--- config.mk ---
export PLATFORM = sky130hd
export DESIGN_NAME = multi_counter
export DESIGN_NICKNAME = d
export VERILOG_FILES = /design/src/rtl/usb_timer_pkg.sv /design/src/rtl/counter_ch.sv /design/src/rtl/multi_counter.sv
export SDC_FILE = /design/constraint.sdc
export NUM_CORES = 1
export LEC_CHECK = 0
export ABC_AREA = 1
export ABC_CLOCK_PERIOD_IN_PS = 5600
export BUFFER_PORTS_ARGS = -buffer_cell sky130_fd_sc_hd__buf_2
export CAP_MARGIN = 20
export CELL_PAD_IN_SITES_DETAIL_PLACEMENT = 0
export CELL_PAD_IN_SITES_GLOBAL_PLACEMENT = 2
export CORE_MARGIN = 4
export CORE_UTILIZATION = 32
export CTS_BUF_LIST = sky130_fd_sc_hd__clkbuf_4 sky130_fd_sc_hd__clkbuf_8
export DETAILED_ROUTE_END_ITERATION = 10
export PLACE_DENSITY = 0.95
export SYNTH_ARGS = -nofsm -noshare
export SYNTH_HDL_FRONTEND = slang
export SYNTH_SLANG_ARGS = --single-unit
export TNS_END_PERCENT = 50
--- constraint.sdc ---
create_clock -name clk -period 5.6 [get_ports clk]
set_input_delay 1.12 -clock clk [delete_from_list [all_inputs] [get_ports clk]]
set_output_delay 1.12 -clock clk [all_outputs]
set_load 0.01 [all_outputs]
--- src/rtl/usb_timer_pkg.sv ---
// usb_timer_pkg: shared constants and mode encodings for the multi_counter
// timing bank used by the USB frame, timeout and retry paths.
//   DEF_NUM_CH / DEF_WIDTH : default channel count and counter width
//   mode_e                 : wrap or saturate at the terminal value
//   dir_e                  : count direction
package usb_timer_pkg;

  localparam int unsigned DEF_NUM_CH = 4;
  localparam int unsigned DEF_WIDTH  = 8;

  typedef enum logic {
    MODE_WRAP = 1'b0,
    MODE_SAT  = 1'b1
  } mode_e;

  typedef enum logic {
    DIR_DOWN = 1'b0,
    DIR_UP   = 1'b1
  } dir_e;

endpackage

--- src/rtl/counter_ch.sv ---
// counter_ch: one channel of the multi_counter bank.
// Ports:
//   clk, reset      : clock, synchronous active-high reset
//   clr             : synchronous clear (count and tc to zero)
//   en, dir, sat    : count enable, direction (1 up), mode (1 saturate)
//   load, load_val  : load strobe and value (clamped to limit)
//   limit           : terminal value
//   count, tc       : registered count and terminal-count pulse
//   tc_next         : next-state tc, lets the parent register an aligned OR
module counter_ch
  import usb_timer_pkg::*;
#(
  parameter int unsigned WIDTH = DEF_WIDTH
) (
  input  logic             clk,
  input  logic             reset,
  input  logic             clr,
  input  logic             en,
  input  logic             dir,
  input  logic             sat,
  input  logic             load,
  input  logic [WIDTH-1:0] load_val,
  input  logic [WIDTH-1:0] limit,
  output logic [WIDTH-1:0] count,
  output logic             tc,
  output logic             tc_next
);

  logic [WIDTH-1:0] count_q, count_d;
  logic             tc_q, tc_d;
  mode_e            mode;
  dir_e             direction;

  always_comb begin
    mode      = mode_e'(sat);
    direction = dir_e'(dir);
  end

  always_comb begin
    count_d = count_q;
    tc_d    = 1'b0;
    if (clr) begin
      count_d = '0;
    end else if (load) begin
      count_d = (load_val > limit) ? limit : load_val;
    end else if (en) begin
      if (direction == DIR_UP) begin
        if (count_q < limit) begin
          count_d = count_q + 1'b1;
        end else if (mode == MODE_WRAP) begin
          count_d = '0;
          tc_d    = 1'b1;
        end else begin
          // Saturated: pulse only when arriving at limit from above.
          count_d = limit;
          tc_d    = (count_q != limit);
        end
      end else begin
        if (count_q > limit) begin
          // Limit was lowered under us: resync silently.
          count_d = limit;
        end else if (count_q != '0) begin
          count_d = count_q - 1'b1;
          tc_d    = (mode == MODE_SAT) && (count_q == WIDTH'(1));
        end else if (mode == MODE_WRAP) begin
          count_d = limit;
          tc_d    = 1'b1;
        end
      end
    end
  end

  always_ff @(posedge clk) begin
    if (reset) begin
      count_q <= '0;
      tc_q    <= 1'b0;
    end else begin
      count_q <= count_d;
      tc_q    <= tc_d;
    end
  end

  assign count   = count_q;
  assign tc      = tc_q;
  assign tc_next = tc_d;

endmodule

--- src/rtl/multi_counter.sv ---
// multi_counter: bank of NUM_CH independent WIDTH-bit counters with enable,
// direction, load, programmable terminal value and wrap/saturate mode.
// Ports:
//   clk, reset, clr          : clock, sync active-high reset, global clear
//   en, dir, sat, load       : per-channel controls (one bit per channel)
//   load_val, limit, count   : packed, channel i at [i*WIDTH +: WIDTH]
//   tc, any_tc               : per-channel terminal pulse and registered OR
//   cap_stb, cap_count,
//   cap_valid                : snapshot of all counts, present only when
//                              MULTI_COUNTER_CAPTURE_EN is defined
module multi_counter
  import usb_timer_pkg::*;
#(
  parameter int unsigned NUM_CH = DEF_NUM_CH,
  parameter int unsigned WIDTH  = DEF_WIDTH
) (
  input  logic                    clk,
  input  logic                    reset,
  input  logic                    clr,
  input  logic [NUM_CH-1:0]       en,
  input  logic [NUM_CH-1:0]       dir,
  input  logic [NUM_CH-1:0]       sat,
  input  logic [NUM_CH-1:0]       load,
  input  logic [NUM_CH*WIDTH-1:0] load_val,
  input  logic [NUM_CH*WIDTH-1:0] limit,
  output logic [NUM_CH*WIDTH-1:0] count,
  output logic [NUM_CH-1:0]       tc,
  output logic                    any_tc
`ifdef MULTI_COUNTER_CAPTURE_EN
  ,
  input  logic                    cap_stb,
  output logic [NUM_CH*WIDTH-1:0] cap_count,
  output logic                    cap_valid
`endif
);

  logic [NUM_CH-1:0] tc_next;
  logic              any_tc_q, any_tc_d;

  for (genvar i = 0; i < NUM_CH; i++) begin : g_ch
    counter_ch #(.WIDTH(WIDTH)) u_ch (
      .clk      (clk),
      .reset    (reset),
      .clr      (clr),
      .en       (en[i]),
      .dir      (dir[i]),
      .sat      (sat[i]),
      .load     (load[i]),
      .load_val (load_val[i*WIDTH +: WIDTH]),
      .limit    (limit[i*WIDTH +: WIDTH]),
      .count    (count[i*WIDTH +: WIDTH]),
      .tc       (tc[i]),
      .tc_next  (tc_next[i])
    );
  end

  // Registered from next-state tc so any_tc lines up with tc.
  always_comb begin
    any_tc_d = |tc_next;
  end

  always_ff @(posedge clk) begin
    if (reset) begin
      any_tc_q <= 1'b0;
    end else begin
      any_tc_q <= any_tc_d;
    end
  end

  assign any_tc = any_tc_q;

`ifdef MULTI_COUNTER_CAPTURE_EN
  logic [NUM_CH*WIDTH-1:0] cap_count_q, cap_count_d;
  logic                    cap_valid_q, cap_valid_d;

  // count is the registered value, so a strobe alongside load/clr
  // snapshots the pre-edge counts.
  always_comb begin
    cap_count_d = cap_count_q;
    cap_valid_d = cap_valid_q;
    if (cap_stb) begin
      cap_count_d = count;
      cap_valid_d = 1'b1;
    end
  end

  always_ff @(posedge clk) begin
    if (reset) begin
      cap_count_q <= '0;
      cap_valid_q <= 1'b0;
    end else begin
      cap_count_q <= cap_count_d;
      cap_valid_q <= cap_valid_d;
    end
  end

  assign cap_count = cap_count_q;
  assign cap_valid = cap_valid_q;
`endif

endmodule

==> summary.md, run 1 <==
| Metric | Value |
|---|---|
| Final-report hold violation count | `0` |
| Avg Cell Area, Syn | `roughly 5.7 um2` |
| RR Startpoint | `g_ch[0].u_ch.count[5]$_SDFFE_PP0P_` |
| Fraction of layout cells with a size suffix above 1 | `14.4%` |
| Filler Cell Count | `2,412` |
| Layout Nets | `1,459` |
| Largest net degree at the start of global routing | `31` |
| Critical-path top delay cell | `nor3_4` |
| GPL Wtd Cong | `0.870` |
| Synth Cell Area | `6930 um2` |
| Routed vias | `approximately 7,800` |
| ANT cells | `0` |
| Max_slew headroom | `52.0%` |
| DR vias/cell | `4.98` |
| Clock sink total | `37` |
| Iter 0 DRT Violations | `421` |
| Status | `complete, no violations` |
| CP Data Required Time | `5.86 ns` |
| Actual slew at the worst max-slew pin | `0.720 ns` |
| Leakage power | `0.00408 uW` |
| Core outline area | `21,200 um2` |
| Fmax | `roughly 280 MHz` |
| Most frequent cells in the layout | `nand2_1, nand3_1, nor2_1, buf_2, inv_1` |
| Initial core utilization | `32.7%` |
| TritonCTS clock tree | `done` |
| Final TNS setup | `0 ns` |
| Commonest non-fill, non-tap cell in the layout | `nand2_1` |
| Initial antenna violation count | `0` |
| Synth top area cells | `nand2_1, ha_1, nand3_1, dfxtp_1, nor2_1` |
| Register area share after synthesis | `10.7%` |
| CTS Buffer Depth | `2` |
| Clk slew on worst S/H paths | `around 0.1 ns` |
| Final Instance Count excl. Fillers | `between 1,500 and 2,000` |
| EDFF count, synth | `0` |
| Pre-antenna DRT Iters | `4` |
| I/O pins | `120` |
| CTS root buffer | `clkbuf_8` |
| Peak supply drop | `~74 uV` |
| Total grt overflow | `0` |
| Warnings from Yosys | `0` |
| Die ar. | `about 24,000 um2` |
| Instance count of the mapped netlist | `1,221` |
| Synth Flop Type | `dfxtp_1` |
| Dpl hpwl | `17,600 um` |
| Post-CTS Hold Fix Bufs | `0` |
| First-pass GRT wire length | `37,300 um` |
| Antenna-violating nets left | `0` |
| Total Wirelength | `22,900 um` |
| Max Slew Vio Count | `0` |
| Buffers on Ports | `~120` |
| Tot GR Track Use | `a little under a fifth` |
| Seq cells post-synth | `37` |
| Clock latency on the worst-skew pair | `0.32 ns` |
| Total power | `~1300 uW` |
| RSZ-0062 raised after global routing | `no` |
| CTS resizes | `0` |
| Final Skew | `0.0107 ns` |
| Final Setup Violations | `0` |
| Pwr dens | `167 nW/um2` |
| Crit. End Element | `flop` |
| Sequence of cells on the critical path | `buf_2, inv_1, ha_1, a21oi_1, nor2_1, nor3_4, nand2_1, nand2_2, nand2_1, o21ai_2, nor2_1, a21oi_2` |
| Mapped Nets | `1,384` |
| Min-Delay Path Class | `reg -> reg` |
| Yosys top cell area share | `20.0%` |
| Max Cap Viol | `0` |
| Chip height | `155 um` |
| Post-route DRC | `0` |
| Synth async-reset ratio | `0%` |
| Critical Path AT | `3.82 ns` |
| Area Overhead vs Synth | `10.7%` |
| Vias in the first global route | `7,279` |
| Placed cells | `1,564` |
| WL/cell | `14.6 um` |
| Min-delay src | `g_ch[2].u_ch.count[6]$_SDFFE_PP0P_` |
| Element type at the critical path start | `input port` |
| Slowest cell delay on critical path | `between 0.4 and 0.5 ns` |
| Worst Path Class, Setup | `in -> reg` |
| Layout Utilization | `36.2%` |
| Yosys cell types | `39` |
| Post-route clock period utilization | `63.6%` |
| Crit Path Max Fanout | `16` |
| Min cycle time layout | `between 3 and 4 ns` |
| Number of setup buffers added after CTS | `0` |
| Die Span X | `155 um` |
| Rows | `53` |
| CTS Buf Count | `5` |
| Htree depth | `2` |
| Area leader, netlist | `nand2_1` |
| Critical Path Start | `limit[5]` |
## report_power, final
group / total (uW) / internal (uW) / switching (uW)
Sequential: 320 / 280 / 39.7
Combinational: 727 / 262 / 466
Clock: 232 / 103 / 129
Total: 1280 / 645 / 634
## flip-flops by register name, indices dropped and copies added (netlist names)
| signal | count |
|---|---|
| g_ch.u_ch.count | 32 |
| g_ch.u_ch.tc | 4 |
| any_tc | 1 |
## Yosys cell counts (4+ instances only)
cell type  instances
nand3_1          184
o21a_1             7
nor3b_1            4
buf_4              4
ha_1              80
nor3_1             5
o21ai_0           29
buf_6              7
inv_1            112
a21oi_1           96
nor2_4             5
clkinv_1           4
inv_2              6
xor2_1            31
a21oi_2           16
nand2_2            6
xnor2_1            4
o21ai_1            7
nor2_1           130
nand2_1          369
buf_2             15
nand4_1            7
dfxtp_1           37
clkbuf_1          24
nor2_2            12
## path summary, 6_finish.rpt
kind                                        end  slack [ns]  cells past startpoint
min          g_ch[2].u_ch.count[6]$_SDFFE_PP0P_        0.70                      4
max reg2reg  g_ch[0].u_ch.count[4]$_SDFFE_PP0P_        2.45                     10
max          g_ch[0].u_ch.count[4]$_SDFFE_PP0P_        2.04                     12
min reg2reg  g_ch[2].u_ch.count[6]$_SDFFE_PP0P_        0.70                      4
## kinds of logic after synthesis
group / share of synthesized area, %
and+or+nand+nor: 45.9
buffers and inverters: 11.0
AOI/OAI and AO/OA: 13.5
adders and majority gates: 14.5
DFF: 10.7
xor gates and xnor gates: 4.43
## routing by layer
metal  GRT usage, %  up-vias  wire, um
li1               -     4121         -
met1           25.8     3460     10900
met2           30.4      222     10300
met3           2.92       19      1370
met4           4.21        0       312
met5              0        -         0
## critical path, delay by kind of cell
family          cells  cell delay, ns
compound gates      3            0.59
fa+ha+maj           1            0.32
simple gates        6            1.57
buf+inv             2            0.21
## cell type report
class / count / area (um2) / area share [%]
repair buffers: 120 / 603 / 7.87
flip-flops and latches: 37 / 741 / 9.66
inverters: 123 / 464 / 6.05
clock buffers: 7 / 90.1 / 1.17
multi-input cells: 1009 / 5430 / 70.8
well taps: 275 / 344 / 4.49
## through the flow
| stage | hold slack, ns | setup slack (ns) | area (um2) |
|---|---|---|---|
| 2_1_floorplan | 0.624 | 2.91 | 6930 |
| 5_1_grt | 0.750 | 1.82 | 7670 |
| 3_5_place_dp | 0.679 | 1.72 | 7580 |
| 3_3_place_gp | 0.685 | 1.70 | 7580 |
| 4_1_cts | 0.696 | 2.06 | 7670 |
| 6_report | 0.699 | 2.04 | 7670 |
Power figures use the tool's default switching activity.
==> inputs of run 2 (changes only) <==
ABC_AREA = 0   (was 1)
ABC_CLOCK_PERIOD_IN_PS = 3500   (was 5600)
CORE_UTILIZATION = 33   (was 32)
PLACE_DENSITY = 0.92   (was 0.95)
clock period = 3.5 ns   (was 5.6 ns; I/O delays follow)
==> summary.md, run 2 <==
| Metric | Value |
|---|---|
| Yosys cell types | `71 (+82%)` |
| Clock sink total | `37 (unchanged)` |
| Synth top area cells | `ha_1, dfxtp_1, nand2_1, a21oi_1, mux2_2` |
| Avg Cell Area, Syn | `7.45 um2 (+31%)` |
| Buffers on Ports | `119 (unchanged)` |
| Routed vias | `6,143 (-21%)` |
| Clk slew on worst S/H paths | `0.09 ns (about the same)` |
| Synth top cells by count | `ha_1, nand2_1, a21oi_1` |
| Element type at the critical path start | `flop` |
| Vias in the first global route | `5,906 (-19%)` |
| Pwr dens | `266 nW/um2 (+59%)` |
| Layout Utilization | `38.9% (+2.7 points)` |
| Core outline area | `17,400 um2 (-18%)` |
| Fmax | `between 300 and 400 MHz` |
| Clk network pwr share | `19.1% (+0.9 points)` |
| Crit path buffers/inverters | `1 (-1)` |
| Critical Path AT | `3.04 ns (-0.78 ns)` |
| RR Startpoint | `g_ch[2].u_ch.count[0]$_SDFFE_PP0P_` |
| Slowest cell delay on critical path | `0.59 ns (+0.10 ns)` |
| Synth Flop Type | `dfxtp_1` |
| Antenna-violating nets left | `0 (unchanged)` |
| Logic pwr share | `52.8% (-4.1 points)` |
| RSZ-0062 raised after global routing | `no` |
| CTS Buffer Depth | `2 (unchanged)` |
| Initial core utilization | `33.9% (+1.1 points)` |
| Peak supply drop | `106 uV (+43%)` |
| TritonCTS clock tree | `done` |
| Instance count of the mapped netlist | `792 (-35%)` |
| Most frequent cells in the layout | `buf_2, ha_1, nand2_1, a21oi_1, inv_1` |
| Actual slew at the worst max-slew pin | `0.770 ns (+0.0503 ns)` |
| Yosys top cell area share | `17.0% (-3.0 points)` |
| Die ar. | `20,100 um2 (-17%)` |
| Commonest non-fill, non-tap cell in the layout | `buf_2` |
| Min-Delay Path Class | `reg -> reg` |
| Max_slew headroom | `48.1% (-3.9 points)` |
| First-pass GRT wire length | `30,900 um (-17%)` |
| Rows | `48 (-9.4%)` |
| Most common cell in the netlist | `ha_1` |
| Critical-path top delay cell | `dfxtp_1` |
| WL/cell | `17.3 um (+19%)` |
| Psw | `808 uW (+27%)` |
| DP Worst Slack | `0.400 ns (-1.32 ns)` |
| Max Cap Viol | `0 (unchanged)` |
| Layout Nets | `1,054 (-28%)` |
| Worst Path Class, Setup | `reg -> reg` |
| Clock latency on the worst-skew pair | `0.32 ns (about the same)` |
| CTS Buf Count | `5 (unchanged)` |
| Internal | `993 uW (+54%)` |
| Crit Path Max Fanout | `10 (-6)` |
| Crit. End Element | `flop` |
| Post-CTS Hold Fix Bufs | `0 (unchanged)` |
| Number of setup buffers added after CTS | `0 (unchanged)` |
| Synth async-reset ratio | `0% (unchanged)` |
| Status | `complete, no violations` |
| Max Slew Vio Count | `0 (unchanged)` |
| Warnings from Yosys | `0 (unchanged)` |
| CP Data Required Time | `3.74 ns (-2.12 ns)` |
| Critical Path Start | `g_ch[2].u_ch.count[0]$_SDFFE_PP0P_` |
| Final Setup Violations | `0 (unchanged)` |
| Final TNS setup | `0 ns (unchanged)` |
| Critical path's top delay family | `compound AO/OA/AOI/OAI gates` |
| Min-delay src | `g_ch[0].u_ch.count[1]$_SDFFE_PP0P_` |
| Sequence of cells on the critical path | `inv_1, ha_1, nand4_1, nand2b_1, a21o_1, o211a_1, nand2_1, a311o_1, a31oi_1` |
| Final-report hold violation count | `0 (unchanged)` |
| Final Skew | `0.0108 ns (+0.0000562 ns)` |
| I/O pins | `120 (unchanged)` |
| Area Overhead vs Synth | `14.9%` |
| Post-route clock period utilization | `80.0%` |
| ANT cells | `0 (unchanged)` |
| GPL Wtd Cong | `0.867 (-0.38%)` |
| Initial antenna violation count | `0 (unchanged)` |
| Sw frac | `44.9% (-4.7 points)` |
| Area leader, netlist | `ha_1` |
| Synth Cell Area | `5900 um2 (-15%)` |
| DR vias/cell | `5.50 (+10%)` |
| Die Span X | `142 um (-8.6%)` |
| Dpl hpwl | `14,900 um (-15%)` |
| Tot GR Track Use | `18.8% (+0.17 points)` |
| Filler Cell Count | `1,880 (-22%)` |
| Register area share after synthesis | `12.6% (+1.9 points)` |
| CTS resizes | `0 (unchanged)` |
| Iter 0 DRT Violations | `407 (-3.3%)` |
| Leakage power | `0.00311 uW (-24%)` |
| EDFF count, synth | `0 (unchanged)` |
| Mapped Nets | `955 (-31%)` |
| Max reg flops | `32 (unchanged)` |
| Chip height | `142 um (-8.6%)` |
| Total power | `1800 uW (+41%)` |
| Seq cells post-synth | `37 (unchanged)` |
| Min cycle time layout | `2.80 ns` |
| Worst Setup Slack, final | `0.699 ns (-1.34 ns)` |
| Largest net degree at the start of global routing | `20 (-35%)` |
| CTS root buffer | `clkbuf_8` |
| Pre-antenna DRT Iters | `5 (+1)` |
| Post-route DRC | `0 (unchanged)` |
| Total Wirelength | `19,400 um (-16%)` |
| Total grt overflow | `0 (unchanged)` |
| Fraction of layout cells with a size suffix above 1 | `20.7% (+6.3 points)` |
| Htree depth | `2 (unchanged)` |
| Flop pwr share | `28.1% (+3.1 points)` |
==> run 2: cell types whose count changed in the layout (fill, tap and decap cells not counted), moves of 15 or more <==
| cell | previous run | this run |
|---|---|---|
| mux2i_1 | 0 | 24 |
| xnor2_1 | 4 | 26 |
| mux2_2 | 0 | 22 |
| nand3_1 | 184 | 31 |
| a21oi_1 | 96 | 53 |
| o211ai_1 | 2 | 22 |
| nand4_1 | 7 | 25 |
| a31oi_1 | 0 | 20 |
| nand2_1 | 369 | 76 |
| inv_1 | 112 | 52 |
| a21oi_2 | 16 | 1 |
| nor2_1 | 129 | 47 |
==> run 2: worst paths after layout <==
path                                        endpoint  slack, ns  depth (start not counted)
setup / recovery  g_ch[2].u_ch.count[7]$_SDFFE_PP0P_       0.70                          9
hold / removal    g_ch[0].u_ch.count[1]$_SDFFE_PP0P_       0.63                          2
setup reg to reg  g_ch[2].u_ch.count[7]$_SDFFE_PP0P_       0.70                          9
hold reg to reg   g_ch[0].u_ch.count[1]$_SDFFE_PP0P_       0.63                          2
==> run 2: cell families (layout without fill, tap and decap cells) <==
family	Yosys count	count (layout)	share of synthesized area, %
AO/OA/AOI/OAI	229	229	26.3
XOR/XNOR	46	46	6.83
adder cells (fa/ha/maj)	80	80	17.0
buffers and inverters	95	195	6.64
flip-flops	37	37	12.6
multiplexers	47	47	8.46
AND/OR/NAND/NOR	258	258	22.3
==> run 2: power groups by stage <==
stage	clock network, uW	logic (uW)	registers, uW
2_1_floorplan	0	671	499
3_3_place_gp	0	948	518
3_5_place_dp	0	942	517
4_1_cts	367	948	507
5_1_grt	370	1060	514
6_report	344	951	507
==> run 2: layout make-up <==
type                       count  area, um2  area share (%)
clock inverter                 2       10.0           0.148
inverter                      54        203            2.99
clock buffer                   6       76.3            1.13
multi-input combinational    660       4770            70.3
sequential                    37        741            10.9
tap                          225        282            4.15
timing repair buffer         133        701            10.3
==> run 2: per-stage QoR <==
stage,instances,hold WS [ns],instance area (um2)
floorplan,792,0.554,5900
detailed placement,1108,0.611,6690
global route,1117,0.651,6780
global placement,1108,0.592,6690
CTS,1116,0.623,6780
finish,1117,0.635,6780
==> run 2: per-layer routing <==
layer	routed length (um)	GRT usage [%]	vias to the layer above
li1	-	-	3155
met1	9420	26.5	2783
met2	8660	30.1	187
met3	1030	2.90	18
met4	244	4.44	0
met5	0	0	-
==> run 2: worst register-to-register path, stage by stage (launching register included) <==
cell and delay (ns):
dfxtp_1 0.59, inv_1 0.21, ha_1 0.33, nand4_1 0.23, nand2b_1 0.15, a21o_1 0.21
o211a_1 0.37, nand2_1 0.13, a311o_1 0.37, a31oi_1 0.15
